===== config.mk =====
export PLATFORM = sky130hd
export DESIGN_NAME = instr_fetch
export DESIGN_NICKNAME = d
export VERILOG_FILES = /design/src/rtl/instr_fetch.sv
export SDC_FILE = /design/constraint.sdc
export NUM_CORES = 1
export LEC_CHECK = 0
export CORE_MARGIN = 5
export CORE_UTILIZATION = 42
export CTS_BUF_LIST = sky130_fd_sc_hd__clkbuf_2
export DETAILED_ROUTE_END_ITERATION = 16
export PLACE_DENSITY_LB_ADDON = 0.15
export SYNTH_ARGS = -nofsm -noshare
export SYNTH_HDL_FRONTEND = slang
export SYNTH_SLANG_ARGS = --single-unit

===== constraint.sdc =====
create_clock -name clk -period 3.4 [get_ports clk]
set_input_delay 0.34 -clock clk [delete_from_list [all_inputs] [get_ports clk]]
set_output_delay 0.34 -clock clk [all_outputs]
set_load 0.02 [all_outputs]

===== src/rtl/instr_fetch.sv =====
// instr_fetch: instruction pointer and instruction register stage, rev 1.0.
// Optional pointer bounds checking is compiled in with INSTR_PTR_BOUNDS_EN.
`default_nettype none

module instr_fetch #(
  parameter int INSTR_WIDTH = 128,
  parameter int ADDR_WIDTH  = 16,
  parameter int MEM_DEPTH   = 65536,
  parameter int DATA_WIDTH  = 32
) (
  input  logic                   clk,
  input  logic                   reset,
  input  logic                   instr_ptr_en,
  input  logic [1:0]             instr_ptr_load_en,
  input  logic                   instr_load_en,
  input  logic [DATA_WIDTH-1:0]  alu_out,
  input  logic [INSTR_WIDTH-1:0] mem_data,
  output logic [ADDR_WIDTH-1:0]  mem_addr,
  output logic [7:0]             opcode,
  output logic [31:0]            cmd_value,
  output logic [3:0]             reg0_addr,
  output logic [3:0]             reg1_addr,
  output logic [3:0]             reg_write_addr,
  output logic [ADDR_WIDTH-1:0]  jump_addr,
  output logic [31:0]            instr_count,
  output logic                   ptr_err
);

  logic [ADDR_WIDTH-1:0]  ptr_q, ptr_d;
  logic [INSTR_WIDTH-1:0] ir_q;
  logic [31:0]            count_q;
  logic                   take_jump;
  logic                   ptr_step;

  assign opcode         = ir_q[INSTR_WIDTH-1  -: 8];
  assign cmd_value      = ir_q[INSTR_WIDTH-9  -: 32];
  assign reg0_addr      = ir_q[INSTR_WIDTH-41 -: 4];
  assign reg1_addr      = ir_q[INSTR_WIDTH-45 -: 4];
  assign reg_write_addr = ir_q[INSTR_WIDTH-49 -: 4];
  assign jump_addr      = ir_q[INSTR_WIDTH-53 -: ADDR_WIDTH];
  assign mem_addr       = ptr_q;
  assign instr_count    = count_q;

  // Load code 11 is reserved and falls through to the no-load behaviour.
  assign take_jump = (instr_ptr_load_en == 2'b01) ||
                     ((instr_ptr_load_en == 2'b10) && alu_out[0]);
  assign ptr_step  = take_jump || instr_ptr_en;

`ifdef INSTR_PTR_BOUNDS_EN
  localparam logic [ADDR_WIDTH:0] PTR_LIMIT = (ADDR_WIDTH+1)'(MEM_DEPTH);

  logic [ADDR_WIDTH:0] target;
  logic                err_q, err_d;

  // One extra bit so that an increment from the top address cannot wrap.
  always_comb begin
    target = take_jump ? {1'b0, jump_addr} : ({1'b0, ptr_q} + (ADDR_WIDTH+1)'(1));
    ptr_d  = ptr_q;
    err_d  = err_q;
    if (ptr_step) begin
      if (target >= PTR_LIMIT) begin
        err_d = 1'b1;
      end else begin
        ptr_d = target[ADDR_WIDTH-1:0];
      end
    end
  end

  always_ff @(posedge clk or negedge reset) begin
    if (!reset) begin
      err_q <= 1'b0;
    end else begin
      err_q <= err_d;
    end
  end

  assign ptr_err = err_q;
`else
  always_comb begin
    ptr_d = ptr_q;
    if (take_jump) begin
      ptr_d = jump_addr;
    end else if (instr_ptr_en) begin
      ptr_d = ptr_q + ADDR_WIDTH'(1);
    end
  end

  assign ptr_err = 1'b0;
`endif

  always_ff @(posedge clk or negedge reset) begin
    if (!reset) begin
      ptr_q   <= '0;
      ir_q    <= '0;
      count_q <= '0;
    end else begin
      ptr_q <= ptr_d;
      if (instr_load_en) begin
        ir_q    <= mem_data;
        count_q <= count_q + 32'd1;
      end
    end
  end

  logic unused_bits;
  assign unused_bits = ^{alu_out[DATA_WIDTH-1:1], ir_q[INSTR_WIDTH-53-ADDR_WIDTH:0]} ^
                       (MEM_DEPTH == 0);

endmodule

`default_nettype wire

==> impl_metrics.env <==
export IMPL_tightestPinTransition_ns=0.774
export IMPL_synth_top_cell_by_area="dfrtp_1"
export IMPL_cts_resized=0
export IMPL_insertion_delay_ns=0.64
export IMPL_core_um2=11400
export IMPL_synth_top_flop_cell="dfrtp_1"
export IMPL_grt_setup_unrepaired="false"
export IMPL_power_frac_seq=0.501
export IMPL_grt_pass1_vias=3827
export IMPL_dieArea_um2=13800
export IMPL_slew_viol_final=0
export IMPL_powerDensity_nw_per_um2=485
export IMPL_crit_family="buffers and inverters"
export IMPL_ys_seq_area_frac=0.597
export IMPL_clock_sinks=116
export IMPL_setup_violations=0
export IMPL_yosys_warnings=0
export IMPL_drive_gt1_frac=0.177
export IMPL_cts_htree_levels=4
export IMPL_dp_hpwl_um=9090
export IMPL_max_slew_margin=0.484
export IMPL_rows=39
export IMPL_power_frac_clock=0.210
export IMPL_die_y_um=118
export IMPL_clockBufferDepth=2
export IMPL_p_sw_frac=0.325
export IMPL_grt_use_total=0.179
export IMPL_path_buf_inv=1
export IMPL_first_iter_violations=189
export IMPL_synth_edff_count=0
export IMPL_period_share=0.623
export IMPL_cp_max_fo=5
export IMPL_first_pass_iters=4
export IMPL_path_clk_slew_ns=0.15
export IMPL_die_w_um=118
export IMPL_path_class="flop to output pin"
export IMPL_min_path_type="primary input to flop"
export IMPL_fin_skew_ns=0.0282
export IMPL_initial_core_util=0.428
export IMPL_ys_ff_latch=116
export IMPL_final_area_um2=7090
export IMPL_intPower_uw=2320
export IMPL_viasPerCell=4.94
export IMPL_final_common_cell="clkdlybuf4s50_1"
export IMPL_wl_per_cell_um=16.7
export IMPL_end_kind="output pin"
export IMPL_power_switching_uw=1120
export IMPL_antenna_found_initial=0
export IMPL_syn_nets=547
export IMPL_ys_async_sr_fraction=1.00
export IMPL_synth_top_area_frac=0.597
export IMPL_final_cells=730
export IMPL_dp_cells=698
export IMPL_cts_tree="built"
export IMPL_place_ws_ns=1.43
export IMPL_period_needed_ns=2.12
export IMPL_power_leakage_uw=0.00298
export IMPL_holdBufCountCts=1
export IMPL_syn_area_per_cell_um2=12.8
export IMPL_num_nets_final=743
export IMPL_layout_setup_ws_ns=1.28
export IMPL_n_antenna_cell=0
export IMPL_post_cts_buffers=0
export IMPL_cp_required_ns=3.06
export IMPL_gp_congestion=0.776
export IMPL_fin_util=0.623
export IMPL_io_buffers=190
export IMPL_hold_viol=0
export IMPL_slowest_stage="clkdlybuf4s50_1"
export IMPL_crit_path_start_kind="flop"
export IMPL_clock_fmax_mhz=472
export IMPL_tns_ns=0
export IMPL_slowest_delay_ns=0.67
export IMPL_overflow=0
export IMPL_cts_made_buffers=17
export IMPL_vias=3608
export IMPL_max_cap_violations=0
export IMPL_drtAntennaViolNets=0
export IMPL_netlist_area_um2=4860
export IMPL_clockRootBuffer="clkbuf_2"
export IMPL_syn_to_final_growth_pct=45.8
export IMPL_arrival_ns=1.78
export IMPL_peakVddDrop_mv=0.326
export IMPL_p_comb_frac=0.289
export IMPL_ios=283
export IMPL_yosys_top_cells_area="dfrtp_1, mux2_2, xnor2_1"
export IMPL_status="completed"
export IMPL_postPlaceCellArea_um2=6900
export IMPL_drc_errors=0
export IMPL_final_cell_mix="clkdlybuf4s50_1, dfrtp_1, mux2_2, xnor2_1, nor2_1"
export IMPL_wirelength_um=12200
export IMPL_path_cells="clkdlybuf4s50_1"
export IMPL_synth_distinct_cells=28
export IMPL_grt_pass1_wl_um=19900
export IMPL_syn_instance_count=379
export IMPL_grt_start_max_net_pins=61
[metal layers]
metal / vias to the layer above / routed length, µm / track usage
li1: 1722 / - / -
met1: 1723 / 4710 / 0.200
met2: 147 / 5610 / 0.273
met3: 16 / 1700 / 0.123
met4: 0 / 175 / 0.0624
met5: - / 0 / 0
[cells in the mapped netlist, types with 2 or more instances]
library cell    n
dfrtp_1       116
and2_1          4
nand3_1        10
mux2i_1         2
nand4_1        12
buf_4           2
o21ai_0         3
clkbuf_1       15
xnor2_1        24
xor2_1         20
a31oi_1         2
nand2_1        22
ha_1            2
mux2_2         68
nor2_1         23
or3_1           3
and3_1          5
inv_1           4
nor3_1          5
nor4_1         14
and4_1          3
a21oi_1        14
[stage by stage]
| stage | total power, µW | hold slack (ns) |
|---|---|---|
| after floorplan | 2200 | 0.0444 |
| after global routing | 3650 | 0.0829 |
| final | 3440 | 0.190 |
| after global placement | 2730 | 0.464 |
| after CTS | 3500 | 0.0859 |
| after detailed placement | 2750 | 0.459 |
[registers in the layout, summed over array words and instances, names as in the netlist]
name and count:
ir_q 68, instr_count 32, mem_addr 16
[area by class of cell]
cell class	count	area (µm²)
multi-input cells	242	1880
well taps	143	179
flip-flops and latches	116	2900
clock inverters	9	63.8
fillers	969	4280
inverters	4	15.0
clock buffers	22	110
repair buffers	194	1940
[path summary, 6_finish.rpt]
kind	startpoint	end	slack [ns]	cells past startpoint
min reg2reg	instr_count[31]$_DFFE_PN0P_	instr_count[31]$_DFFE_PN0P_	0.49	1
min in group asynchronous	reset	ir_q[63]$_DFFE_PN0P_	0.30	2
max reg2reg	instr_count[3]$_DFFE_PN0P_	instr_count[27]$_DFFE_PN0P_	1.56	4
max in group asynchronous	reset	instr_count[0]$_DFFE_PN0P_	2.34	3
max	mem_addr[2]$_DFFE_PN0P_	mem_addr[2]	1.28	1
min	instr_load_en	ir_q[96]$_DFFE_PN0P_	0.19	2
[power groups by stage]
stage	clock network, µW	registers, µW	logic [µW]
after floorplan	0	1920	278
after global placement	0	1730	995
after detailed placement	0	1750	1010
after CTS	767	1720	1010
after global routing	836	1750	1060
final	722	1720	993
[kinds of logic after synthesis]
family / after synthesis / share of synthesized area
multiplexers: 70 / 0.162
other: 1 / 0.000771
flip-flops: 116 / 0.597
XOR/XNOR: 44 / 0.0793
buffers and inverters: 21 / 0.0178
AO/OA/AOI/OAI: 19 / 0.0201
AND/OR/NAND/NOR: 106 / 0.118
adder cells (fa/ha/maj): 2 / 0.00515
No activity file was read; power rests on OpenSTA's default activity.
